### config.mk
export PLATFORM = sky130hd
export DESIGN_NAME = pc_unit
export DESIGN_NICKNAME = d
export VERILOG_FILES = /design/src/rtl/pc_unit.sv
export SDC_FILE = /design/constraint.sdc
export NUM_CORES = 1
export LEC_CHECK = 0
export ABC_AREA = 1
export BUFFER_PORTS_ARGS = -buffer_cell sky130_fd_sc_hd__buf_4
export CORE_AREA = 2 2 87 89
export CTS_CLUSTER_DIAMETER = 40
export DETAILED_ROUTE_END_ITERATION = 10
export DIE_AREA = 0 0 89 91
export PLACE_DENSITY = 0.83
export RECOVER_POWER = 100
export SLEW_MARGIN = 5
export SYNTH_ARGS = -nofsm -noshare
export SYNTH_HDL_FRONTEND = slang
export SYNTH_SLANG_ARGS = --single-unit
### constraint.sdc
create_clock -name clk -period 2.3 [get_ports clk]
set_clock_uncertainty 0.1 [all_clocks]
set_input_delay 0.115 -clock clk [delete_from_list [all_inputs] [get_ports clk]]
set_output_delay 0.115 -clock clk [all_outputs]
set_load 0.05 [all_outputs]
### src/rtl/pc_unit.sv
// rtl/pc_unit.sv - rv32i fetch program counter with stall, redirect, trap and debug halt (optional PC_ALIGN_CHK_EN)
//
// Holds the fetch PC and offers it to instruction memory with a valid/ready
// handshake. A BOOT cycle follows reset, then RUN fetches until a debug halt.
// Trap and redirect rewrite the PC in any state except BOOT, so they act as a
// pipeline flush while stalled and as a debugger PC write while halted.
//
// Build option: define PC_ALIGN_CHK_EN to turn a misaligned redirect into a
// fault that vectors to trap_base and pulses misaligned for one cycle.
// Without it the low two bits of the redirect target are simply dropped.

module pc_unit #(
  parameter int              XLEN         = 32,
  parameter logic [XLEN-1:0] RESET_VECTOR = '0,
  parameter int              INC          = 4,
  parameter int              CNT_W        = 16
) (
  input  logic             clk,
  input  logic             reset,
  input  logic             stall,
  input  logic             fetch_ready,
  output logic             fetch_valid,
  output logic [XLEN-1:0]  pc_out,
  input  logic             redirect_valid,
  input  logic [XLEN-1:0]  redirect_pc,
  input  logic             trap_valid,
  input  logic [XLEN-1:0]  trap_base,
  input  logic             halt_req,
  input  logic             resume,
  output logic             halted,
  output logic [CNT_W-1:0] fetch_count,
  output logic             misaligned
);

  typedef enum logic [1:0] {
    BOOT = 2'd0,
    RUN  = 2'd1,
    HALT = 2'd2
  } state_t;

  localparam logic [XLEN-1:0]  INC_X   = XLEN'(INC);
  localparam logic [CNT_W-1:0] CNT_ONE = CNT_W'(1);

  state_t           state_q, state_d;
  logic [XLEN-1:0]  pc_q, pc_d;
  logic [CNT_W-1:0] count_q, count_d;
  logic             halted_q, halted_d;
  logic             misaligned_q, misaligned_d;

  logic             accept;
  logic             redirect_fault;
  logic [XLEN-1:0]  trap_target;
  logic [XLEN-1:0]  redirect_target;

  // Instruction addresses are word aligned, so the low two bits of every
  // incoming target are forced to zero; these bits are otherwise unread.
  logic unused_low_bits;
  assign unused_low_bits = ^{trap_base[1:0], redirect_pc[1:0]};

  assign trap_target     = {trap_base[XLEN-1:2], 2'b00};
  assign redirect_target = {redirect_pc[XLEN-1:2], 2'b00};

`ifdef PC_ALIGN_CHK_EN
  // A redirect to a non word-aligned address is a fault taken through mtvec.
  assign redirect_fault = redirect_valid && (redirect_pc[1:0] != 2'b00);
`else
  // Alignment is not checked; the target is silently rounded down.
  assign redirect_fault = 1'b0;
`endif

  // Fetch request is offered only while running and not stalled.
  always_comb begin
    fetch_valid = (state_q == RUN) && !stall;
    accept      = fetch_valid && fetch_ready;
  end

  // Next-state logic: leave BOOT after one cycle, halt/resume under debug control.
  always_comb begin
    state_d = state_q;
    case (state_q)
      BOOT: state_d = RUN;
      RUN: begin
        if (halt_req) begin
          state_d = HALT;
        end
      end
      HALT: begin
        // A resume that arrives with halt_req still high is ignored.
        if (resume && !halt_req) begin
          state_d = RUN;
        end
      end
      default: state_d = BOOT;
    endcase
  end

  // PC selection: trap over redirect over sequential advance; BOOT holds the reset vector.
  always_comb begin
    pc_d         = pc_q;
    misaligned_d = 1'b0;
    if (state_q != BOOT) begin
      if (trap_valid) begin
        pc_d = trap_target;
      end else if (redirect_valid) begin
        if (redirect_fault) begin
          pc_d         = trap_target;
          misaligned_d = 1'b1;
        end else begin
          pc_d = redirect_target;
        end
      end else if (accept) begin
        pc_d = pc_q + INC_X;
      end
    end
  end

  // Fetch counter and halted flag; an accepted fetch counts even if flushed.
  always_comb begin
    count_d  = accept ? (count_q + CNT_ONE) : count_q;
    halted_d = (state_d == HALT);
  end

  // State register with asynchronous reset so a reset takes effect between edges.
  always_ff @(posedge clk or posedge reset) begin
    if (reset) begin
      state_q      <= BOOT;
      pc_q         <= RESET_VECTOR;
      count_q      <= '0;
      halted_q     <= 1'b0;
      misaligned_q <= 1'b0;
    end else begin
      state_q      <= state_d;
      pc_q         <= pc_d;
      count_q      <= count_d;
      halted_q     <= halted_d;
      misaligned_q <= misaligned_d;
    end
  end

  assign pc_out      = pc_q;
  assign fetch_count = count_q;
  assign halted      = halted_q;
  assign misaligned  = misaligned_q;

endmodule

==> results of run 1 <==
synthesized netlist by cell type:
library cell	count
sky130_fd_sc_hd__buf_1	2
sky130_fd_sc_hd__o211ai_1	2
sky130_fd_sc_hd__nor4_4	1
sky130_fd_sc_hd__o22ai_1	3
sky130_fd_sc_hd__nor2_2	7
sky130_fd_sc_hd__nor3_1	6
sky130_fd_sc_hd__a21oi_1	42
sky130_fd_sc_hd__nor3_4	1
sky130_fd_sc_hd__nand2_1	132
sky130_fd_sc_hd__nor2_1	116
sky130_fd_sc_hd__inv_2	2
sky130_fd_sc_hd__xnor2_1	8
sky130_fd_sc_hd__buf_2	8
sky130_fd_sc_hd__a31oi_1	3
sky130_fd_sc_hd__conb_1	1
sky130_fd_sc_hd__ha_1	2
sky130_fd_sc_hd__a22oi_1	9
sky130_fd_sc_hd__o21bai_2	1
sky130_fd_sc_hd__buf_4	4
sky130_fd_sc_hd__nand2_2	4
sky130_fd_sc_hd__a21oi_2	2
sky130_fd_sc_hd__xor2_1	13
sky130_fd_sc_hd__inv_1	49
sky130_fd_sc_hd__and2_1	2
sky130_fd_sc_hd__nand2_4	1
sky130_fd_sc_hd__nand4_1	4
sky130_fd_sc_hd__dfrtp_1	49
sky130_fd_sc_hd__nor2_4	4
sky130_fd_sc_hd__o21ai_0	22
sky130_fd_sc_hd__clkbuf_1	8
sky130_fd_sc_hd__nand3_1	44
where the power goes:
group	switching, uW	leakage [uW]	internal (uW)
clock network	282	0.0000443	239
registers	519	0.000585	1220
logic	2490	0.00149	798
metrics by stage:
stage	hold WS (ns)	power [uW]
after CTS	0.001197	5901
after global placement	0.09051	5275
after floorplan	0.1245	4279
after detailed placement	0.1011	5361
final	0.004215	5545
after global routing	0.01532	5965
state kept, by name, summed over array words and instances (netlist names):
register	cells
fetch_count	16
halted	1
pc_out	30
state_q	2
logic make-up (layout without fill, tap and decap cells):
logic type | count (synthesis) | after routing | synth area share (%)
AND/OR/NAND/NOR | 322 | 322 | 38.49
AO/OA/AOI/OAI | 84 | 84 | 13.08
buffers and inverters | 73 | 182 | 8.334
flip-flops | 49 | 49 | 34.17
XOR/XNOR | 21 | 21 | 5.126
adder cells (fa/ha/maj) | 2 | 2 | 0.6972
other | 1 | 3 | 0.1045
critical path: stages, from the launching register on:
cell	delay, ns
sky130_fd_sc_hd__dfrtp_1	0.41
sky130_fd_sc_hd__inv_1	0.08
sky130_fd_sc_hd__nand2_1	0.10
sky130_fd_sc_hd__nor3_1	0.30
sky130_fd_sc_hd__o21bai_2	0.10
sky130_fd_sc_hd__inv_1	0.50
sky130_fd_sc_hd__nor2_1	0.09
sky130_fd_sc_hd__a31oi_1	0.16
final timing paths:
| kind | start | to | slack (ns) | cells after the start |
|---|---|---|---|---|
| max in group asynchronous | reset | pc_out[16] | 0.47 | 4 |
| worst max-delay path | state_q[1] | pc_out[4] | 0.40 | 7 |
| worst max register to register | state_q[1] | pc_out[4] | 0.40 | 7 |
| min in group asynchronous | reset | state_q[0] | 0.46 | 3 |
| worst min register to register | state_q[1] | state_q[0] | 0.41 | 1 |
| worst min-delay path | trap_base[28] | pc_out[28] | 0.004 | 3 |
layout make-up:
class / instances / area [um^2]
repair buffers: 124 / 760.7
clock buffers: 7 / 86.33
fillers: 739 / 2731
inverters: 51 / 191.4
flip-flops and latches: 49 / 1226
multi-input cells: 432 / 2017
well taps: 99 / 123.9
routing by layer:
| layer | track usage (%) | wire, um | up-vias |
|---|---|---|---|
| met5 | 0 | 0 | - |
| met4 | 5.597 | 153 | 0 |
| li1 | - | - | 1982 |
| met1 | 31.72 | 4177 | 1809 |
| met3 | 4.091 | 688 | 12 |
| met2 | 44.09 | 4869 | 134 |
==> flow_results.xml, run 1 <==
<?xml version="1.0" encoding="UTF-8"?>
<metrics>
  <group name="finish">
    <metric name="finalCoreUtilization" unit="%">61.73</metric>
    <metric name="mostFrequentLayoutCell" unit="">sky130_fd_sc_hd__nand2_1</metric>
    <metric name="layout-area-overhead-vs-synth" unit="%">22.77</metric>
    <metric name="layout.cells.most_common_list" unit="">134 x sky130_fd_sc_hd__nand2_1, 119 x sky130_fd_sc_hd__nor2_1, 69 x sky130_fd_sc_hd__buf_4</metric>
    <metric name="drive_gt1_share" unit="%">13.88</metric>
    <metric name="nets" unit="">737</metric>
    <metric name="instances_no_fill" unit="">762</metric>
    <metric name="area_of_all_placed_cells_without_fillers" unit="um^2">4405</metric>
    <metric name="antennaDiodeCount" unit="">0</metric>
  </group>
  <group name="synth">
    <metric name="synth_seq_area_share" unit="%">34.17</metric>
    <metric name="library_cell_occupying_the_most_area_in_the_post_synthesis_netlist" unit="">sky130_fd_sc_hd__dfrtp_1</metric>
    <metric name="synthCells" unit="">552</metric>
    <metric name="syn-cell-area" unit="um^2">3588</metric>
    <metric name="ys_types" unit="">31</metric>
    <metric name="post_synth.cell_area_avg" unit="um^2">6.501</metric>
    <metric name="synth_top_area_share" unit="%">34.17</metric>
    <metric name="synth-warning-count" unit="">0</metric>
    <metric name="top_area_cells_in_the_synthesized_netlist" unit="">sky130_fd_sc_hd__dfrtp_1 34%, sky130_fd_sc_hd__nand2_1 14%, sky130_fd_sc_hd__nor2_1 12%</metric>
    <metric name="flip_flop_and_latch_count_after_synthesis" unit="">49</metric>
  </group>
  <group name="route">
    <metric name="num_vias" unit="">3937</metric>
    <metric name="detail_route.wirelength" unit="um">9888</metric>
    <metric name="wire_per_inst" unit="um">12.98</metric>
    <metric name="antenna_violating_nets_post_route" unit="">0</metric>
    <metric name="drc" unit="">0</metric>
    <metric name="route.detailed.vias_per_inst" unit="">5.167</metric>
    <metric name="first_pass_iters" unit="">5</metric>
    <metric name="drt-initial-drc-count" unit="">254</metric>
  </group>
  <group name="setup_path">
    <metric name="path_class" unit="">flop to flop</metric>
    <metric name="worst_ep_arrival_time" unit="ns">2.02</metric>
    <metric name="worstPathMaxFanout" unit="">20</metric>
    <metric name="critPathRequiredTime" unit="ns">2.43</metric>
    <metric name="worst_setup_path_start_kind" unit="">flop</metric>
    <metric name="critical_path.endpoint_type" unit="">flop</metric>
  </group>
  <group name="clocking">
    <metric name="ctsHtreeMaxLevel" unit="">2</metric>
    <metric name="tritoncts" unit="">done</metric>
    <metric name="number_of_buffers_created_by_cts" unit="">5</metric>
    <metric name="cts_setup_buffers" unit="">0</metric>
    <metric name="clk_latency" unit="ns">0.30</metric>
    <metric name="hold_buf_cts" unit="">5</metric>
    <metric name="count_of_cells_resized_by_post_cts_repair" unit="">0</metric>
    <metric name="clock_path_buffers" unit="">2</metric>
    <metric name="clock-root-buffer" unit="">sky130_fd_sc_hd__clkbuf_8</metric>
    <metric name="numClockSinks" unit="">49</metric>
    <metric name="cts.reportedPaths.clkPinSlew" unit="ns">0.09</metric>
  </group>
  <group name="timing">
    <metric name="grt_setup_unrepaired" unit="">false</metric>
    <metric name="setup-tns-final" unit="ns">0</metric>
    <metric name="timing_max_transition_violations_final" unit="">0</metric>
    <metric name="fmaxAchievable" unit="GHz">0.5277</metric>
    <metric name="final-hold-violation-count" unit="">0</metric>
    <metric name="timing.final.ws_setup" unit="ns">0.4050</metric>
    <metric name="setup_viol_count_final" unit="">0</metric>
    <metric name="tightest_slew" unit="ns">0.9019</metric>
    <metric name="slew_headroom" unit="%">39.81</metric>
    <metric name="final.period_utilization" unit="%">82.39</metric>
    <metric name="finalCriticalPeriod" unit="ns">1.895</metric>
  </group>
  <group name="place">
    <metric name="dp_slack" unit="ns">0.4493</metric>
    <metric name="number_of_cells_after_detailed_placement" unit="">750</metric>
    <metric name="placement.io_buffers" unit="">115</metric>
    <metric name="dpl.hpwl" unit="um">7333</metric>
    <metric name="placement.cell_area" unit="um^2">4518</metric>
    <metric name="place_congestion" unit="">0.9467</metric>
  </group>
  <group name="grt">
    <metric name="globalRouteOverflowTotal" unit="">0</metric>
    <metric name="grt_max_degree" unit="">56</metric>
    <metric name="first_global_vias" unit="">3706</metric>
    <metric name="global_route_wire_length_before_repair" unit="um">16520</metric>
    <metric name="antenna_violations_before_repair" unit="">0</metric>
    <metric name="track_usage" unit="%">25.04</metric>
  </group>
  <group name="pwr">
    <metric name="leakage" unit="uW">0.002116</metric>
    <metric name="power.density_cell_area" unit="nW/um^2">1259</metric>
    <metric name="irDropWorstVdd" unit="mV">0.7505</metric>
  </group>
  <group name="floorplan">
    <metric name="floorplan.die_area" unit="um^2">8099</metric>
    <metric name="row_count" unit="">31</metric>
    <metric name="coreArea" unit="um^2">7137</metric>
    <metric name="floorplan.die.height" unit="um">91</metric>
    <metric name="floorplan.io_pins" unit="">123</metric>
    <metric name="die_w" unit="um">89</metric>
    <metric name="initial_utilization" unit="%">50.28</metric>
  </group>
  <group name="status">
    <metric name="status" unit="">completed</metric>
  </group>
  <group name="run">
    <metric name="max_cap_violations" unit="">0</metric>
  </group>
  <group name="worst_hold_path">
    <metric name="timing.hold.worst.class" unit="">input pin to flop</metric>
  </group>
</metrics>
No activity file was read; power rests on OpenSTA's default activity.
==> run 2: changes to the inputs <==
- clock period: 2.3 -> 1.9 ns (I/O delays scaled with it)
==> run 2 against run 1 <==
Effect of this change:
- design area up 5.5%
- cell count grew 1.6%
- setup slack got worse by 0.23 ns
- non-clock buffer count increased by 11
- global-route usage increased by 1.6 points
- critical path type unchanged
==> flow_results.xml, run 2 (synthesized netlist as in run 1, its figures left out) <==
<?xml version="1.0" encoding="UTF-8"?>
<metrics>
  <group name="status">
    <metric name="status" unit="">completed</metric>
  </group>
  <group name="timing">
    <metric name="setup-tns-final" unit="ns">0</metric>
    <metric name="final.period_utilization" unit="%">90.84</metric>
    <metric name="final-hold-violation-count" unit="">0</metric>
    <metric name="timing_max_transition_violations_final" unit="">0</metric>
    <metric name="fmaxAchievable" unit="GHz">0.5794</metric>
    <metric name="timing.final.ws_setup" unit="ns">0.1740</metric>
    <metric name="setup_viol_count_final" unit="">0</metric>
    <metric name="finalCriticalPeriod" unit="ns">1.726</metric>
    <metric name="slew_headroom" unit="%">38.04</metric>
    <metric name="grt_setup_unrepaired" unit="">false</metric>
    <metric name="tightest_slew" unit="ns">0.9283</metric>
  </group>
  <group name="setup_path">
    <metric name="path_class" unit="">flop to flop</metric>
    <metric name="worst_ep_arrival_time" unit="ns">1.81</metric>
    <metric name="worst_setup_path_start_kind" unit="">flop</metric>
    <metric name="critical_path.endpoint_type" unit="">flop</metric>
    <metric name="critPathRequiredTime" unit="ns">1.99</metric>
    <metric name="worstPathMaxFanout" unit="">5</metric>
  </group>
  <group name="clocking">
    <metric name="cts.reportedPaths.clkPinSlew" unit="ns">0.10</metric>
    <metric name="clock-root-buffer" unit="">sky130_fd_sc_hd__clkbuf_8</metric>
    <metric name="clk_latency" unit="ns">0.30</metric>
    <metric name="cts_setup_buffers" unit="">0</metric>
    <metric name="numClockSinks" unit="">49</metric>
    <metric name="ctsHtreeMaxLevel" unit="">2</metric>
    <metric name="clock_path_buffers" unit="">2</metric>
    <metric name="number_of_buffers_created_by_cts" unit="">5</metric>
    <metric name="tritoncts" unit="">done</metric>
  </group>
  <group name="finish">
    <metric name="mostFrequentLayoutCell" unit="">sky130_fd_sc_hd__nand2_1</metric>
    <metric name="antennaDiodeCount" unit="">0</metric>
    <metric name="largest_register_ffs" unit="">30</metric>
    <metric name="nets" unit="">748</metric>
    <metric name="fill_cells" unit="">698</metric>
    <metric name="finalCoreUtilization" unit="%">65.11</metric>
    <metric name="layout.cells.most_common_list" unit="">133 x sky130_fd_sc_hd__nand2_1, 116 x sky130_fd_sc_hd__nor2_1, 69 x sky130_fd_sc_hd__buf_4</metric>
    <metric name="layout-area-overhead-vs-synth" unit="%">29.50</metric>
    <metric name="drive_gt1_share" unit="%">15.85</metric>
  </group>
  <group name="pwr">
    <metric name="intPower" unit="uW">2967</metric>
    <metric name="leakage" unit="uW">0.002213</metric>
    <metric name="irDropWorstVdd" unit="mV">0.9563</metric>
    <metric name="pwr-share-seq" unit="%">29.9</metric>
    <metric name="combinationalPowerShare" unit="%">58.9</metric>
    <metric name="switching_share" unit="%">58.05</metric>
    <metric name="power.density_cell_area" unit="nW/um^2">1522</metric>
    <metric name="p_clk_share" unit="%">11.2</metric>
    <metric name="netSwitchingPower" unit="uW">4106</metric>
  </group>
  <group name="route">
    <metric name="drt-initial-drc-count" unit="">285</metric>
    <metric name="drc" unit="">0</metric>
    <metric name="route.detailed.vias_per_inst" unit="">5.262</metric>
    <metric name="wire_per_inst" unit="um">13.59</metric>
    <metric name="antenna_violating_nets_post_route" unit="">0</metric>
    <metric name="num_vias" unit="">4073</metric>
    <metric name="first_pass_iters" unit="">5</metric>
    <metric name="detail_route.wirelength" unit="um">10520</metric>
  </group>
  <group name="floorplan">
    <metric name="die_w" unit="um">89</metric>
    <metric name="floorplan.die.height" unit="um">91</metric>
    <metric name="initial_utilization" unit="%">50.28</metric>
    <metric name="coreArea" unit="um^2">7137</metric>
    <metric name="row_count" unit="">31</metric>
    <metric name="floorplan.io_pins" unit="">123</metric>
    <metric name="floorplan.die_area" unit="um^2">8099</metric>
  </group>
  <group name="grt">
    <metric name="antenna_violations_before_repair" unit="">0</metric>
    <metric name="first_global_vias" unit="">3992</metric>
    <metric name="grt_max_degree" unit="">55</metric>
    <metric name="global_route_wire_length_before_repair" unit="um">17460</metric>
    <metric name="track_usage" unit="%">26.68</metric>
    <metric name="globalRouteOverflowTotal" unit="">0</metric>
  </group>
  <group name="run">
    <metric name="max_cap_violations" unit="">0</metric>
  </group>
  <group name="place">
    <metric name="placement.io_buffers" unit="">115</metric>
    <metric name="place_congestion" unit="">0.9243</metric>
    <metric name="dp_slack" unit="ns">0.1128</metric>
    <metric name="dpl.hpwl" unit="um">7802</metric>
  </group>
  <group name="worst_hold_path">
    <metric name="timing.hold.worst.class" unit="">input pin to flop</metric>
  </group>
</metrics>
## run 2: cell count changes in the layout (fill, tap and decap cells not counted), sizes merged
cell | before | now
buf | 69 | 72
clkinvlp | 0 | 1
bufinv | 0 | 1
dlygate4sd3 | 5 | 14
clkbuf | 57 | 55
## run 2: stage by stage
step	power, uW	cells	area [um^2]	hold WS (ns)
after floorplan	5185	554	3598	0.1045
after global placement	6444	752	4561	0.06975
after detailed placement	6576	752	4561	0.07561
after CTS	7427	774	4821	0.0005980
after global routing	7574	774	4647	0.005652
final	7073	774	4647	0.002663
## run 2: metal layers
layer / up-vias / part of all wire [%] / track usage, %
met2: 169 / 51 / 48.20
li1: 2006 / - / -
met3: 24 / 6.9 / 4.545
met1: 1874 / 40 / 32.18
met5: - / 0 / 0
met4: 0 / 2.2 / 6.841
## run 2: what timing repair did
| action | CTS | global route |
|---|---|---|
| resized for setup | 0 | 6 |
| hold buffers | 14 | 0 |
| endpoints found under the setup margin | 0 | 8 |
| endpoints found under the hold margin | 33 | 0 |
## run 2: power by group through the flow
| stage | Sequential (uW) | Combinational, uW | Clock [uW] |
|---|---|---|---|
| after floorplan | 3430 | 1760 | 0 |
| after global placement | 2090 | 4350 | 0 |
| after detailed placement | 2120 | 4450 | 0 |
| after CTS | 2110 | 4510 | 809 |
| after global routing | 2190 | 4530 | 852 |
| final | 2120 | 4160 | 793 |
## run 2: worst paths after layout
kind	cells past startpoint	to	start	slack [ns]
setup / recovery	9	fetch_count[9]	state_q[1]	0.17
hold / removal	3	pc_out[28]	trap_base[28]	0.003
setup reg to reg	9	fetch_count[9]	state_q[1]	0.17
hold reg to reg	1	fetch_count[9]	fetch_count[9]	0.42
max in group asynchronous	4	pc_out[24]	reset	0.59
min in group asynchronous	3	state_q[0]	reset	0.44
## run 2: critical path, stage by stage, from the launching register on
cell                      delay [ns]
sky130_fd_sc_hd__dfrtp_1        0.42
sky130_fd_sc_hd__inv_1          0.10
sky130_fd_sc_hd__nand2_2        0.10
sky130_fd_sc_hd__nor2_1         0.22
sky130_fd_sc_hd__nand2_4        0.13
sky130_fd_sc_hd__nor2_4         0.11
sky130_fd_sc_hd__nand2_1        0.07
sky130_fd_sc_hd__nor2_2         0.13
sky130_fd_sc_hd__nand3_1        0.10
sky130_fd_sc_hd__xnor2_1        0.13
## run 2: cell type report
class,instances,area (um^2),area share [%]
clock buffers,6,82.58,1.777
clock inverters,2,37.54,0.8078
inverters,51,191.4,4.120
multi-input cells,432,2074,44.64
flip-flops and latches,49,1230,26.47
well taps,99,123.9,2.666
repair buffers,135,907.1,19.52
==> run 3: changes to the inputs <==
- HOLD_SLACK_MARGIN: not set -> 0.02
==> run 3 against run 2 <==
Effect of this change:
- register-to-register slack about the same
- sequential cell count unchanged
- non-clock buffer count up 13
- combinational power up 1%
- routed wire length up 2.7%
- via count up 1.4%
- sequential share of layout area down 0.72 points
- clock power about the same
- first-iteration DRC count up 16%
- core utilization up 1.8 points
- largest cell class unchanged
- largest power group unchanged
==> flow_results.xml, run 3 (synthesized netlist as in run 1, its figures left out) <==
<?xml version="1.0" encoding="UTF-8"?>
<metrics>
  <group name="pwr">
    <metric name="power.density_cell_area" unit="nW/um^2">1488</metric>
    <metric name="total_power" unit="uW">7107</metric>
    <metric name="switching_share" unit="%">58.01</metric>
    <metric name="combinationalPowerShare" unit="%">59.1</metric>
    <metric name="intPower" unit="uW">2984</metric>
    <metric name="leakage" unit="uW">0.002268</metric>
    <metric name="pwr-share-seq" unit="%">29.8</metric>
    <metric name="p_clk_share" unit="%">11.1</metric>
    <metric name="irDropWorstVdd" unit="mV">0.9570</metric>
    <metric name="netSwitchingPower" unit="uW">4122</metric>
  </group>
  <group name="grt">
    <metric name="globalRouteOverflowTotal" unit="">0</metric>
    <metric name="track_usage" unit="%">27.26</metric>
    <metric name="groute.layer.met3.usage" unit="%">4.364</metric>
    <metric name="first_global_vias" unit="">4035</metric>
    <metric name="antenna_violations_before_repair" unit="">0</metric>
    <metric name="grt_busiest_layer" unit="">met2</metric>
    <metric name="global_route_wire_length_before_repair" unit="um">17810</metric>
    <metric name="grt_util_met1" unit="%">33.28</metric>
    <metric name="grt_max_degree" unit="">55</metric>
    <metric name="grt_util_met2" unit="%">48.32</metric>
  </group>
  <group name="timing">
    <metric name="finalCriticalPeriod" unit="ns">1.724</metric>
    <metric name="fmaxAchievable" unit="GHz">0.5801</metric>
    <metric name="timing_max_transition_violations_final" unit="">0</metric>
    <metric name="final-hold-violation-count" unit="">0</metric>
    <metric name="setup-tns-final" unit="ns">0</metric>
    <metric name="tightest_slew" unit="ns">0.9249</metric>
    <metric name="slew_headroom" unit="%">38.27</metric>
    <metric name="grt_setup_unrepaired" unit="">false</metric>
    <metric name="setup_viol_count_final" unit="">0</metric>
    <metric name="final.period_utilization" unit="%">90.73</metric>
  </group>
  <group name="setup_path">
    <metric name="path_class" unit="">flop to flop</metric>
    <metric name="worst-r2r-cell-count" unit="">9</metric>
    <metric name="worstPathMaxFanout" unit="">5</metric>
    <metric name="worst_ep_arrival_time" unit="ns">1.81</metric>
    <metric name="critPathRequiredTime" unit="ns">1.99</metric>
    <metric name="worst_setup_path_start_kind" unit="">flop</metric>
    <metric name="critical_path.endpoint_type" unit="">flop</metric>
  </group>
  <group name="route">
    <metric name="first_pass_iters" unit="">5</metric>
    <metric name="num_vias" unit="">4129</metric>
    <metric name="wire_per_inst" unit="um">13.73</metric>
    <metric name="drc" unit="">0</metric>
    <metric name="drt-initial-drc-count" unit="">330</metric>
    <metric name="antenna_violating_nets_post_route" unit="">0</metric>
    <metric name="detail_route.wirelength" unit="um">10800</metric>
    <metric name="route.detailed.vias_per_inst" unit="">5.247</metric>
  </group>
  <group name="finish">
    <metric name="fill_cells" unit="">685</metric>
    <metric name="multi_input_comb_area" unit="um^2">2074</metric>
    <metric name="layout-area-overhead-vs-synth" unit="%">33.12</metric>
    <metric name="layout.cells.most_common_list" unit="">133 x sky130_fd_sc_hd__nand2_1, 116 x sky130_fd_sc_hd__nor2_1, 69 x sky130_fd_sc_hd__buf_4</metric>
    <metric name="area.sequential" unit="um^2">1230</metric>
    <metric name="antennaDiodeCount" unit="">0</metric>
    <metric name="finalCoreUtilization" unit="%">66.94</metric>
    <metric name="largest_register_ffs" unit="">30</metric>
    <metric name="nets" unit="">761</metric>
    <metric name="drive_gt1_share" unit="%">15.55</metric>
    <metric name="mostFrequentLayoutCell" unit="">sky130_fd_sc_hd__nand2_1</metric>
  </group>
  <group name="clocking">
    <metric name="tritoncts" unit="">done</metric>
    <metric name="numClockSinks" unit="">49</metric>
    <metric name="cts.reportedPaths.clkPinSlew" unit="ns">0.09</metric>
    <metric name="clk_latency" unit="ns">0.30</metric>
    <metric name="clock-root-buffer" unit="">sky130_fd_sc_hd__clkbuf_8</metric>
    <metric name="ctsHtreeMaxLevel" unit="">2</metric>
    <metric name="number_of_buffers_created_by_cts" unit="">5</metric>
    <metric name="clock_path_buffers" unit="">2</metric>
  </group>
  <group name="worst_hold_path">
    <metric name="holdPathStages" unit="">3</metric>
    <metric name="timing.hold.worst.class" unit="">input pin to flop</metric>
  </group>
  <group name="floorplan">
    <metric name="initial_utilization" unit="%">50.28</metric>
    <metric name="row_count" unit="">31</metric>
    <metric name="floorplan.die_area" unit="um^2">8099</metric>
    <metric name="die_w" unit="um">89</metric>
    <metric name="coreArea" unit="um^2">7137</metric>
    <metric name="floorplan.io_pins" unit="">123</metric>
    <metric name="floorplan.die.height" unit="um">91</metric>
  </group>
  <group name="place">
    <metric name="place_congestion" unit="">0.9243</metric>
    <metric name="dpl.hpwl" unit="um">7802</metric>
    <metric name="placement.io_buffers" unit="">115</metric>
  </group>
  <group name="run">
    <metric name="max_cap_violations" unit="">0</metric>
  </group>
  <group name="status">
    <metric name="status" unit="">completed</metric>
  </group>
</metrics>
[run 3: power groups by stage]
stage / clock network, uW / registers [uW] / logic, uW
after detailed placement: 0 / 2120 / 4450
after global routing: 852 / 2190 / 4560
final: 791 / 2120 / 4200
after CTS: 809 / 2110 / 4530
after floorplan: 0 / 3430 / 1760
after global placement: 0 / 2090 / 4350
[run 3: timing repair]
item | 4_1_cts | 5_1_grt
setup buffers | 0 | 0
hold buffers | 27 | 0
resized for setup | 0 | 6
endpoints found under the hold margin | 47 | 0
setup endpoints to repair | 0 | 9
[run 3: routing by layer]
| layer | wire [um] | up-vias | share of wire (%) |
|---|---|---|---|
| met1 | 4285 | 1881 | 40 |
| li1 | - | 2033 | - |
| met2 | 5376 | 185 | 50 |
| met4 | 323 | 0 | 3.0 |
| met3 | 819 | 30 | 7.6 |
| met5 | 0 | - | 0 |
[run 3: critical path, stage by stage, from the launching register on]
cell,delay [ns]
sky130_fd_sc_hd__dfrtp_1,0.41
sky130_fd_sc_hd__inv_1,0.10
sky130_fd_sc_hd__nand2_2,0.10
sky130_fd_sc_hd__nor2_1,0.22
sky130_fd_sc_hd__nand2_4,0.13
sky130_fd_sc_hd__nor2_4,0.11
sky130_fd_sc_hd__nand2_1,0.07
sky130_fd_sc_hd__nor2_2,0.13
sky130_fd_sc_hd__nand3_1,0.10
sky130_fd_sc_hd__xnor2_1,0.13
[run 3: stage by stage]
stage | std cells | hold WS [ns] | setup slack (ns) | cell area (um^2)
after floorplan | 554 | 0.1045 | 0.02439 | 3598
after global placement | 752 | 0.06975 | 0.1773 | 4561
after detailed placement | 752 | 0.07561 | 0.1128 | 4561
after CTS | 787 | 0.02086 | 0.08889 | 4951
after global routing | 787 | 0.02835 | 0.02139 | 4777
final | 787 | 0.02009 | 0.1762 | 4777
[run 3: worst paths after layout]
| check | start | to | slack (ns) |
|---|---|---|---|
| setup / recovery | state_q[1] | fetch_count[9] | 0.18 |
| hold / removal | trap_base[9] | pc_out[9] | 0.02 |
| setup reg to reg | state_q[1] | fetch_count[9] | 0.18 |
| hold reg to reg | fetch_count[9] | fetch_count[9] | 0.42 |
| max in group asynchronous | reset | pc_out[24] | 0.60 |
| min in group asynchronous | reset | state_q[0] | 0.44 |
[run 3: final cells by class]
type                            count  share of cell area, %
Tap cell                           99                  2.593
Inverter                           51                  4.007
Multi-Input combinational cell    432                  43.43
Timing Repair Buffer              148                  21.71
Sequential cell                    49                  25.75
Clock inverter                      2                 0.7858
Clock buffer                        6                  1.729
